--- src/rtl/sfu_lut_ctrl_if.sv ---
// Request/result handshake and the two table read ports of the SFU lookup controller.
// The controller connects through the slave modport; the environment connects through master.
interface sfu_lut_ctrl_if;
  localparam int unsigned OPND_W = 24;
  localparam int unsigned OPC_W  = 3;
  localparam int unsigned ADDR_W = 10;
  localparam int unsigned DATA_W = 16;
  localparam int unsigned RES_W  = 24;

  logic [OPND_W-1:0] core_operand;
  logic [OPC_W-1:0]  core_special_op;
  logic              valid;
  logic              ready;

  logic [ADDR_W-1:0] rsqrt_rd_addr;
  logic              rsqrt_rd_en;
  logic [DATA_W-1:0] rsqrt_rd_data;

  logic [ADDR_W-1:0] tranc_rd_addr;
  logic              tranc_rd_en;
  logic [DATA_W-1:0] tranc_rd_data;

  logic [RES_W-1:0]  core_result;
  logic              core_valid;

  modport master (
    output core_operand, core_special_op, valid, rsqrt_rd_data, tranc_rd_data,
    input  ready, rsqrt_rd_addr, rsqrt_rd_en, tranc_rd_addr, tranc_rd_en,
           core_result, core_valid
  );

  modport slave (
    input  core_operand, core_special_op, valid, rsqrt_rd_data, tranc_rd_data,
    output ready, rsqrt_rd_addr, rsqrt_rd_en, tranc_rd_addr, tranc_rd_en,
           core_result, core_valid
  );
endinterface

--- src/rtl/sfu_lut_ctrl.sv ---
// Special-function lookup controller: reads two adjacent entries from the rsqrt or tranc
// synchronous ROM and linearly interpolates between them using the operand fraction.
module sfu_lut_ctrl #(
  parameter int unsigned FRAC_W = 8
) (
  input  logic          core_clock_i,
  input  logic          core_reset_i,
  input  logic          flush_i,
  sfu_lut_ctrl_if.slave bus
);
  localparam int unsigned IDX_W    = 10;
  localparam int unsigned DATA_W   = 16;
  localparam int unsigned RES_W    = 24;
  localparam int unsigned OPC_W    = 3;
  localparam int unsigned IDX_LSB  = 14;
  localparam int unsigned FRAC_LSB = IDX_LSB - FRAC_W;
  localparam int unsigned PROD_W   = DATA_W + 1 + FRAC_W;

  localparam logic [IDX_W-1:0] IDX_MAX   = '1;
  localparam logic [OPC_W-1:0] OP_RSQRT  = 3'd0;
  localparam logic [OPC_W-1:0] OP_TRANC  = 3'd1;

  typedef enum logic [1:0] {
    IDLE = 2'd0,
    RD1  = 2'd1,
    CAP  = 2'd2,
    OUT  = 2'd3
  } state_e;

  state_e              state_q, state_d;
  logic [IDX_W-1:0]    index_q, index_d;
  logic [FRAC_W-1:0]   frac_q, frac_d;
  logic                rsqrt_sel_q, rsqrt_sel_d;
  logic                tranc_sel_q, tranc_sel_d;
  logic [DATA_W-1:0]   d0_q, d0_d;
  logic [DATA_W-1:0]   d1_q, d1_d;
  logic [RES_W-1:0]    result_q, result_d;

  logic [IDX_W-1:0]    req_index_c;
  logic [FRAC_W-1:0]   req_frac_c;
  logic [IDX_W-1:0]    next_index_c;
  logic [DATA_W-1:0]   sel_data_c;
  logic                accept_c;
  logic                rsqrt_en_c;
  logic                tranc_en_c;
  logic [IDX_W-1:0]    rd_addr_c;
  logic                core_valid_c;

  logic signed [DATA_W:0]   diff_c;
  logic signed [PROD_W-1:0] prod_c;
  logic signed [PROD_W-1:0] shifted_c;
  logic [DATA_W-1:0]        interp_c;
  logic                     unused_opnd;

  assign req_index_c  = bus.core_operand[IDX_LSB +: IDX_W];
  assign req_frac_c   = bus.core_operand[FRAC_LSB +: FRAC_W];
  assign unused_opnd  = ^bus.core_operand;
  assign next_index_c = (index_q == IDX_MAX) ? IDX_MAX : index_q + IDX_W'(1);
  assign sel_data_c   = rsqrt_sel_q ? bus.rsqrt_rd_data : bus.tranc_rd_data;
  assign accept_c     = bus.valid && (state_q == IDLE) && !flush_i && !core_reset_i;

  // Signed slope times unsigned fraction, arithmetic shift back to table scale.
  assign diff_c    = $signed({1'b0, d1_q}) - $signed({1'b0, d0_q});
  assign prod_c    = PROD_W'(diff_c) * PROD_W'($signed({1'b0, frac_q}));
  assign shifted_c = prod_c >>> FRAC_W;
  assign interp_c  = d0_q + shifted_c[DATA_W-1:0];

  always_comb begin
    state_d      = state_q;
    index_d      = index_q;
    frac_d       = frac_q;
    rsqrt_sel_d  = rsqrt_sel_q;
    tranc_sel_d  = tranc_sel_q;
    d0_d         = d0_q;
    d1_d         = d1_q;
    rsqrt_en_c   = 1'b0;
    tranc_en_c   = 1'b0;
    rd_addr_c    = '0;
    core_valid_c = 1'b0;

    case (state_q)
      IDLE: begin
        if (accept_c) begin
          index_d     = req_index_c;
          frac_d      = req_frac_c;
          rsqrt_sel_d = (bus.core_special_op == OP_RSQRT);
          tranc_sel_d = (bus.core_special_op == OP_TRANC);
          rsqrt_en_c  = (bus.core_special_op == OP_RSQRT);
          tranc_en_c  = (bus.core_special_op == OP_TRANC);
          rd_addr_c   = req_index_c;
          state_d     = RD1;
        end
      end
      RD1: begin
        d0_d       = sel_data_c;
        rsqrt_en_c = rsqrt_sel_q;
        tranc_en_c = tranc_sel_q;
        rd_addr_c  = next_index_c;
        state_d    = CAP;
      end
      CAP: begin
        d1_d    = sel_data_c;
        state_d = OUT;
      end
      OUT: begin
        core_valid_c = 1'b1;
        state_d      = IDLE;
      end
      default: state_d = IDLE;
    endcase

    // Abort: no further reads and no result for the dropped operation.
    if (flush_i || core_reset_i) begin
      state_d      = IDLE;
      rsqrt_en_c   = 1'b0;
      tranc_en_c   = 1'b0;
      rd_addr_c    = '0;
      core_valid_c = 1'b0;
    end

    result_d = result_q;
    if (core_valid_c) begin
      result_d = (rsqrt_sel_q || tranc_sel_q) ? RES_W'(interp_c) : '0;
    end
  end

  always_ff @(posedge core_clock_i) begin
    if (core_reset_i) begin
      state_q     <= IDLE;
      index_q     <= '0;
      frac_q      <= '0;
      rsqrt_sel_q <= 1'b0;
      tranc_sel_q <= 1'b0;
      d0_q        <= '0;
      d1_q        <= '0;
      result_q    <= '0;
    end else begin
      state_q     <= state_d;
      index_q     <= index_d;
      frac_q      <= frac_d;
      rsqrt_sel_q <= rsqrt_sel_d;
      tranc_sel_q <= tranc_sel_d;
      d0_q        <= d0_d;
      d1_q        <= d1_d;
      result_q    <= result_d;
    end
  end

  // Result follows the new value during the valid cycle and holds otherwise.
  assign bus.ready         = (state_q == IDLE);
  assign bus.rsqrt_rd_en   = rsqrt_en_c;
  assign bus.tranc_rd_en   = tranc_en_c;
  assign bus.rsqrt_rd_addr = rsqrt_en_c ? rd_addr_c : '0;
  assign bus.tranc_rd_addr = tranc_en_c ? rd_addr_c : '0;
  assign bus.core_valid    = core_valid_c;
  assign bus.core_result   = result_d;
endmodule
--- src/flat_wrapper.sv ---
// flat-port wrapper written by rule: the top's interface ports become plain ports
module sfu_lut_ctrl_flat 
#(
  parameter int unsigned FRAC_W = 8
)
  (core_clock_i, core_reset_i, flush_i, bus_core_operand, bus_core_special_op, bus_valid, bus_rsqrt_rd_data, bus_tranc_rd_data, bus_ready, bus_rsqrt_rd_addr, bus_rsqrt_rd_en, bus_tranc_rd_addr, bus_tranc_rd_en, bus_core_result, bus_core_valid);
  sfu_lut_ctrl_if bus_i ();
  input  logic core_clock_i;
  input  logic core_reset_i;
  input  logic flush_i;
  input wire logic [$bits(bus_i.core_operand)-1:0] bus_core_operand;
  input wire logic [$bits(bus_i.core_special_op)-1:0] bus_core_special_op;
  input wire logic [$bits(bus_i.valid)-1:0] bus_valid;
  input wire logic [$bits(bus_i.rsqrt_rd_data)-1:0] bus_rsqrt_rd_data;
  input wire logic [$bits(bus_i.tranc_rd_data)-1:0] bus_tranc_rd_data;
  output wire logic [$bits(bus_i.ready)-1:0] bus_ready;
  output wire logic [$bits(bus_i.rsqrt_rd_addr)-1:0] bus_rsqrt_rd_addr;
  output wire logic [$bits(bus_i.rsqrt_rd_en)-1:0] bus_rsqrt_rd_en;
  output wire logic [$bits(bus_i.tranc_rd_addr)-1:0] bus_tranc_rd_addr;
  output wire logic [$bits(bus_i.tranc_rd_en)-1:0] bus_tranc_rd_en;
  output wire logic [$bits(bus_i.core_result)-1:0] bus_core_result;
  output wire logic [$bits(bus_i.core_valid)-1:0] bus_core_valid;
  assign bus_i.core_operand = bus_core_operand;
  assign bus_i.core_special_op = bus_core_special_op;
  assign bus_i.valid = bus_valid;
  assign bus_i.rsqrt_rd_data = bus_rsqrt_rd_data;
  assign bus_i.tranc_rd_data = bus_tranc_rd_data;
  assign bus_ready = bus_i.ready;
  assign bus_rsqrt_rd_addr = bus_i.rsqrt_rd_addr;
  assign bus_rsqrt_rd_en = bus_i.rsqrt_rd_en;
  assign bus_tranc_rd_addr = bus_i.tranc_rd_addr;
  assign bus_tranc_rd_en = bus_i.tranc_rd_en;
  assign bus_core_result = bus_i.core_result;
  assign bus_core_valid = bus_i.core_valid;
  sfu_lut_ctrl #(.FRAC_W(FRAC_W)) u_core (.core_clock_i(core_clock_i), .core_reset_i(core_reset_i), .flush_i(flush_i), .bus(bus_i));
endmodule
--- config.mk ---
export PLATFORM = sky130hd
export DESIGN_NAME = sfu_lut_ctrl_flat
export DESIGN_NICKNAME = d
export VERILOG_FILES = /design/src/rtl/sfu_lut_ctrl_if.sv /design/src/rtl/sfu_lut_ctrl.sv /design/src/flat_wrapper.sv
export SDC_FILE = /design/constraint.sdc
export NUM_CORES = 1
export LEC_CHECK = 0
export ABC_AREA = 0
export CORE_UTILIZATION = 25
export CTS_BUF_LIST = sky130_fd_sc_hd__clkbuf_4 sky130_fd_sc_hd__clkbuf_8
export CTS_CLUSTER_SIZE = 40
export DETAILED_ROUTE_END_ITERATION = 10
export GPL_TIMING_DRIVEN = 0
export MAX_ROUTING_LAYER = met4
export SLEW_MARGIN = 20
export SYNTH_ARGS = -nofsm -noshare
export SYNTH_HDL_FRONTEND = slang
export SYNTH_SLANG_ARGS = --single-unit
--- constraint.sdc ---
create_clock -name core_clock_i -period 12.7 [get_ports core_clock_i]
set_input_delay 2.54 -clock core_clock_i [delete_from_list [all_inputs] [get_ports core_clock_i]]
set_output_delay 2.54 -clock core_clock_i [all_outputs]
set_load 0.05 [all_outputs]
# After elaboration in Yosys (flattened, before gate mapping)
# Cells that the tools add are included.
[totals]
reg_bits = 78
input_bits = 63
wordCells = 48
[op_classes]
addsub = 3
mul = 1
eq_ne = 6
muxes = 19
reduce_logical = 11
[op_table]
columns = ["operator", "count"]
rows = [
  ["10-bit 2-to-1 mux", 5],
  ["16-bit 2-to-1 mux", 2],
  ["17-bit by 9-bit multiplier with 24-bit output", 1],
  ["24-bit 2-to-1 mux", 1],
  ["10-bit case mux with 2 select lines", 1],
  ["16-bit by 16-bit subtractor with 17-bit output", 1],
  ["16-bit adder", 1],
  ["10-bit by 1-bit adder with 10-bit output, second input constant", 1],
  ["10-bit equality test, second input constant", 1],
  ["2-bit case mux with 4 select lines", 1],
  ["1-bit 2-to-1 mux", 6],
  ["2-bit equality test, second input constant", 2],
  ["1-bit case mux with 2 select lines", 2],
  ["3-bit by 1-bit equality test with 1-bit output, second input constant", 1],
  ["1-bit logical AND", 3],
  ["3-bit logical NOT", 1],
  ["2-bit by 1-bit equality test with 1-bit output, second input constant", 1],
  ["1-bit logical NOT", 2],
  ["2-bit logical NOT", 1],
  ["1-bit logical OR", 2],
  ["2-bit 2-to-1 mux", 1],
  ["2-bit by 1-bit inequality test with 1-bit output, second input constant", 1],
  ["2-bit AND reduction", 1],
  ["2-bit OR reduction", 1],
]

# Depth between registers and ports, before layout
# Gate-level depths: netlist (run 1).
[depth]
word_depth = 8
ltp_mapped = 35
mapped_depth_nobuf = 35

# Worst setup path before layout (run 1)
# OpenSTA, ideal clock, no wires.
[synth_path]
path_kind = "reg-to-output"
start = "register u_core.d0_q[1]"
end = "output bus_core_result[15]"
arrival_ns = 8.163
setup_slack_ns = 1.997
stages_incl_launch_ff = 35
path_buffers = 1
cell_sequence = "dfxtp_1 inv_1 ha_1 nor2b_1 o21ai_1 a21boi_1 o21ai_1 a211oi_1 nor3_1 o31a_1 buf_2 xnor2_1 nand2_1 fa_1 inv_1 fa_1 fa_1 inv_1 fa_1 inv_1 ha_1 a21o_1 a21o_1 a211oi_2 xnor2_1 ha_1 a21o_1 a21o_1 a211oi_1 nor2_1 o41ai_4 o21ai_1 a31oi_1 xnor3_1 o21ai_1"
[synth_between]
elab_chain_cells = 5
[synth_rtl]
columns = ["item", "line", "text"]
rows = [
  ["from (decl)", "sfu_lut_ctrl.sv:35", "logic [DATA_W-1:0] d0_q, d0_d;"],
  ["from (signal assigned)", "sfu_lut_ctrl.sv:134", "d0_q <= '0;"],
  ["from (signal assigned)", "sfu_lut_ctrl.sv:143", "d0_q <= d0_d;"],
  ["16-bit by 16-bit subtractor with 17-bit output", "sfu_lut_ctrl.sv:63", "assign diff_c = $signed({1'b0, d1_q}) - $signed({1'b0, d0_q});"],
  ["17-bit by 9-bit multiplier with 24-bit output", "sfu_lut_ctrl.sv:64", "assign prod_c = PROD_W'(diff_c) * PROD_W'($signed({1'b0, frac_q}));"],
  ["16-bit adder *", "sfu_lut_ctrl.sv:66", "assign interp_c = d0_q + shifted_c[DATA_W-1:0];"],
  ["16-bit 2-to-1 mux *", "sfu_lut_ctrl.sv:123", "result_d = (rsqrt_sel_q || tranc_sel_q) ? RES_W'(interp_c) : '0;"],
  ["24-bit 2-to-1 mux *", "sfu_lut_ctrl.sv:122", "if (core_valid_c) begin"],
  ["to (decl)", "flat_wrapper.sv:21", "output wire logic [$bits(bus_i.core_result)-1:0] bus_core_result;"],
]
# Every way passes the cells marked *; elsewhere a longest branch is shown, timed or not.

# Worst setup path in the final report (run 1)
# Same ends and word-level chain as after synthesis.

==> results of run 1 <==
-- cell usage after synthesis, drive strengths merged (11+ instances only) --
cell    count  area (µm²)
a31oi      12        75.1
a211oi     39         308
o21ai      28         140
and2       58         363
nor2       91         342
xor2       14         123
a21boi     11        82.6
a21oi      46         234
ha         80        1000
inv       179         672
a21o       12        90.1
nand2     153         574
dfxtp      78        1560
nor2b      32         200
mux2i      19         190
xnor2      32         280
nor3       13        76.3
nand2b     18         113
fa        104        2080
clkbuf     50         188
-- cells by family (layout without fill, tap and decap cells) --
kind of cell    Yosys count  after routing  synth area share, %
xor+xnor                 47             47                 4.51
fa+ha+maj               184            184                 32.7
flops                    78             78                 16.6
compound gates          197            197                 14.5
mux                      19             19                 2.02
buf+inv                 234            353                 9.35
simple gates            403            403                 20.3
-- tightest hold or removal path, cell delays in order (launching register included) --
cell and delay, ps:
dfxtp_1 340, nand2_1 60, a21oi_1 50
-- area by class of cell --
| cell class | count | share of cell area (%) |
|---|---|---|
| inverter | 180 | 5.97 |
| clock buffer | 9 | 1.09 |
| timing repair buffer | 103 | 9.13 |
| clock inverter | 7 | 0.696 |
| buffer | 54 | 1.81 |
| multi-input combinational | 850 | 61.9 |
| sequential | 78 | 13.8 |
| tap | 504 | 5.57 |
-- layout by cell type, fill, tap and decap left out, types with 12 or more instances in the layout --
master and n:
o21ai_0 20, fa_1 104, nand2_1 153, nor3_1 12, xnor2_1 28, nor2b_1 32, a211oi_1 36, clkbuf_1 50
mux2i_1 19, a21oi_1 45, nand2b_1 18, clkdlybuf4s50_1 102, xor2_1 14, inv_1 179, nor2_1 91, and2_1 58
dfxtp_1 78, ha_1 80, a21o_1 12, a31oi_1 12
-- path summary, 6_finish.rpt --
check	startpoint	to	slack (ps)
setup reg to reg	u_core.d0_q[1]	u_core.result_q[15]	3910
hold / removal	u_core.index_q[3]	u_core.index_q[3]	490
hold reg to reg	u_core.index_q[3]	u_core.index_q[3]	490
setup / recovery	u_core.d0_q[1]	bus_core_result[15]	600
-- layer usage --
layer | up-vias | global-route usage [%]
met3 | 22 | 1.70
met4 | 0 | 4.46
li1 | 3970 | -
met5 | - | -
met2 | 187 | 23.4
met1 | 3828 | 17.3
-- flip-flops by register name, indices dropped and copies added, names as in the netlist --
name and flops:
u_core.d0_q 16, u_core.result_q 24, u_core.tranc_sel_q 1, u_core.index_q 10
u_core.rsqrt_sel_q 1, u_core.state_q 2, u_core.d1_q 16, u_core.frac_q 8
-- repair_timing --
action                                  in CTS  in global routing
endpoints found under the setup margin       0                  4
setup buffers                                0                  0
resized for setup                            0                  6
-- power by group through the flow --
stage          Sequential [mW]  Clock [mW]  Combinational (mW)
2_1_floorplan            0.262           0               0.298
3_3_place_gp             0.263           0               0.407
3_5_place_dp             0.264           0               0.411
4_1_cts                  0.258       0.202               0.418
5_1_grt                  0.259       0.209               0.477
6_report                 0.258       0.194               0.420
==> results.toml, run 1 <==
[sta]
slew_violations = 0
tightest_slew_ps = 981
rsz0062_at_grt = "no"
finalHoldViolCount = 0
min_period_ps = 12100
clock.fmax_ghz = 0.0827
slew_headroom_pct = 34.6
finalCritPeriodShare_pct = 95.3
finalClockSkew_ps = 16.5
final-setup-viol-count = 0
whs_ps = 490
setup_tns_ps = 0
setup_ws_ps = 602

[clocking]
insertion_delay_ps = 390
cts.path.max_buffers = 2
cts_root_buf = "clkbuf_8"
numCtsBuffers = 9
cts_max_level = 3
clk_pin_slew_ps = 110
cts.sinks = 78
cts_hold_buf = 0
cts_tree = "built"

[placement]
gp_congestion = 0.833
port_buffers = 103
dpl_worst_slack_ps = 539
placed_area_mm2 = 0.0111
place_hpwl_mm = 20.9
dp_cells = 1769

[setup_path]
worstPathArrival_ps = 9560
max_stage_delay_ps = 550
reg2reg_depth = 35
crit_cells = 36
required_ps = 10160
crit_path_start_kind = "flop"
cp_max_fo = 10
crit_type = "reg -> out"
cp_num_buf_inv = 7
crit_path_top_delay_cell = "fa_1"
cp-end-kind = "output pin"
critical_path.top_delay_family = "compound AO/OA/AOI/OAI gates"

[pwr]
sw_frac_of_total_pct = 43.3
p_seq_share_pct = 29.6
p_clk_share_pct = 22.3
combPwrFrac_pct = 48.2
total_leakage_power_nw = 5.01
p_per_area_mw_per_mm2 = 77.0
p_sw_mw = 0.378
intPower_mw = 0.495
max-vdd-ir-drop_mv = 0.0497
p_total_mw = 0.872

[drt]
drtIter0Drc = 399
antenna_left = 0
met3_wirelength_mm = 1.07
finalWirelength_mm = 24.9
drc = 0
routed-via-count = 8007
first_pass_iters = 5
wl_per_cell_um = 13.9
wl_met2_mm = 12.2
highest_layer = "met4"
viasPerCell = 4.49
met1_length_mm = 11.0

[global_route]
grt_first_pass_wirelength_mm = 41.8
antenna_found_initial = 0
grt_pass1_vias = 8241
overflow = 0
grt_max_degree = 18
grt_usage_pct = 13.9

[cells_and_area]
utilization_pct = 30.7
syn2layout_area_growth_pct = 20.2
drive_above_1_share_pct = 2.50
num_antenna_cells = 0
fin_nets = 1523
finalInstanceArea_mm2 = 0.0113
regArea_mm2 = 0.00156
multi_input_area_mm2 = 0.00702
fin_cells = 1785
n_fill_cell = 3923

[logic_synthesis]
synthesis.area_mm2 = 0.00942
synth_ff_type = "dfxtp_1"
ys_seq_area_share_pct = 16.6
synth_nets = 1409
yosysWarnings = 0
ys_ff_latch = 78
avgSynthCellArea_um2 = 8.11
async_flop_share_pct = 0
syn-instance-count = 1162
synth_cell_types = 56
synth_edf_count = 0

[job]
maxCapViolations = 0

[min_path]
min_path_cells = 2
hold_path_class = "reg -> reg"

[run_status]
status = "finished, final reports clean"

[die]
ios = 111
rows = 70
start_util_pct = 25.6
dieWidth_um = 196
fp.dieH_um = 196
die-area_mm2 = 0.0385
coreArea_mm2 = 0.0369
Power figures use the tool's default switching activity.
==> run 2, diff against run 1 <==
--- a/config.mk
+++ b/config.mk
@@ -10,7 +10,6 @@
 export CTS_BUF_LIST = sky130_fd_sc_hd__clkbuf_4 sky130_fd_sc_hd__clkbuf_8
 export CTS_CLUSTER_SIZE = 40
 export DETAILED_ROUTE_END_ITERATION = 10
-export GPL_TIMING_DRIVEN = 0
 export MAX_ROUTING_LAYER = met4
 export SLEW_MARGIN = 20
 export SYNTH_ARGS = -nofsm -noshare
==> constraint.sdc (replaced) <==
create_clock -name core_clock_i -period 14.1 [get_ports core_clock_i]
set_input_delay 2.82 -clock core_clock_i [delete_from_list [all_inputs] [get_ports core_clock_i]]
set_output_delay 2.82 -clock core_clock_i [all_outputs]
set_load 0.05 [all_outputs]
==> results.toml, run 2 (synthesis results as in run 1) <==
[run_status]
status = "finished, final reports clean"

[pwr]
p_per_area_mw_per_mm2 = 69.5
p_total_mw = 0.776
total_leakage_power_nw = 4.96
max-vdd-ir-drop_mv = 0.0411

[drt]
drtIter0Drc = 334
antenna_left = 0
drc = 0
viasPerCell = 4.45
wl_per_cell_um = 13.3
routed-via-count = 7757
finalWirelength_mm = 23.1
first_pass_iters = 4

[cells_and_area]
largest_register_ff_count = 24
drive_above_1_share_pct = 2.91
num_antenna_cells = 0
fin_nets = 1480
utilization_pct = 30.3
regMostFlops = "u_core.result_q"
layout_commonest_cell = "inv_1"
n_fill_cell = 3970
fin_cells = 1742
finalInstanceArea_mm2 = 0.0112
layout_common_cells = "inv_1, nand2_1, fa_1"
syn2layout_area_growth_pct = 18.4
reg_top3 = "u_core.result_q: 24 flops, u_core.d0_q: 16 flops, u_core.d1_q: 16 flops"

[sta]
slew_headroom_pct = 33.1
tightest_slew_ps = 1000
clock.fmax_ghz = 0.0780
finalClockSkew_ps = 11.9
min_period_ps = 12820
final-setup-viol-count = 0
setup_ws_ps = 1280
setup_tns_ps = 0
finalCritPeriodShare_pct = 90.9
finalHoldViolCount = 0
slew_violations = 0
whs_ps = 473
rsz0062_at_grt = "no"

[setup_path]
crit_path_start_kind = "flop"
max_stage_delay_ps = 820
crit_path_top_delay_cell = "clkdlybuf4s50_1"
r2r_slack_ps = 5210
cp_max_fo = 10
crit_type = "reg -> out"
cp-end-kind = "output pin"
worstPathArrival_ps = 10000
required_ps = 11280

[clocking]
cts.sinks = 78
cts_hold_buf = 0
cts.path.max_buffers = 2
post-cts-setup-buffers = 0
cts_resized = 0
cts_tree = "built"
insertion_delay_ps = 380
clk_pin_slew_ps = 90
cts_root_buf = "clkbuf_8"
cts_max_level = 3
numCtsBuffers = 9

[global_route]
grt_usage_pct = 13.0
antenna_found_initial = 0
grt_max_degree = 79
grt_pass1_vias = 7876
grt_first_pass_wirelength_mm = 39.5
overflow = 0

[die]
die-area_mm2 = 0.0385
coreArea_mm2 = 0.0369
ios = 111
fp.dieH_um = 196
dieWidth_um = 196
start_util_pct = 25.6
rows = 70

[placement]
place_hpwl_mm = 17.8
dp_cells = 1726
gp_congestion = 0.818
dpl_worst_slack_ps = 1730
port_buffers = 104
placed_area_mm2 = 0.0110

[min_path]
hold_path_class = "reg -> reg"

[job]
maxCapViolations = 0
==> run 2: path summary, 6_finish.rpt <==
| path | end | cells after the start | from |
|---|---|---|---|
| worst max register to register | u_core.result_q[15] | 33 | u_core.d0_q[1] |
| worst max-delay path | bus_core_result[15] | 34 | u_core.d0_q[1] |
| worst min register to register | u_core.index_q[9] | 2 | u_core.index_q[9] |
| worst min-delay path | u_core.index_q[9] | 2 | u_core.index_q[9] |
==> run 2: area by class of cell <==
type                    instances  area (µm²)  area share (%)
well taps                     504         631            5.65
inverters                     180         676            6.06
clock buffers                  13         173            1.55
multi-input cells             850        6980            62.6
flip-flops and latches         78        1560            14.0
repair buffers                114        1110            9.96
clock inverters                 3        26.3           0.235
==> run 2: layer usage <==
layer | wire, µm | part of all wire [%] | global-route usage (%)
met1 | 11000 | 48 | 16.9
met2 | 11200 | 48 | 21.7
met3 | 655 | 2.8 | 1.31
met4 | 265 | 1.1 | 3.30
met5 | 0 | 0 | -
==> run 2: where the power goes <==
part / total (mW) / internal, mW / leakage [nW] / switching, mW
clock network: 0.174 / 0.0818 / 0.104 / 0.0923
registers: 0.234 / 0.227 / 0.632 / 0.00750
logic: 0.368 / 0.144 / 4.23 / 0.224
total: 0.776 / 0.452 / 4.96 / 0.324
==> run 2: critical path: cells and delay by family, from the launching register on <==
family                   cells  cell delay, ps
flip-flops                   1             420
adder cells (fa/ha/maj)      7            2980
buffers and inverters        5            1090
XOR/XNOR                     3            1320
AND/OR/NAND/NOR              4             550
AO/OA/AOI/OAI               15            3220
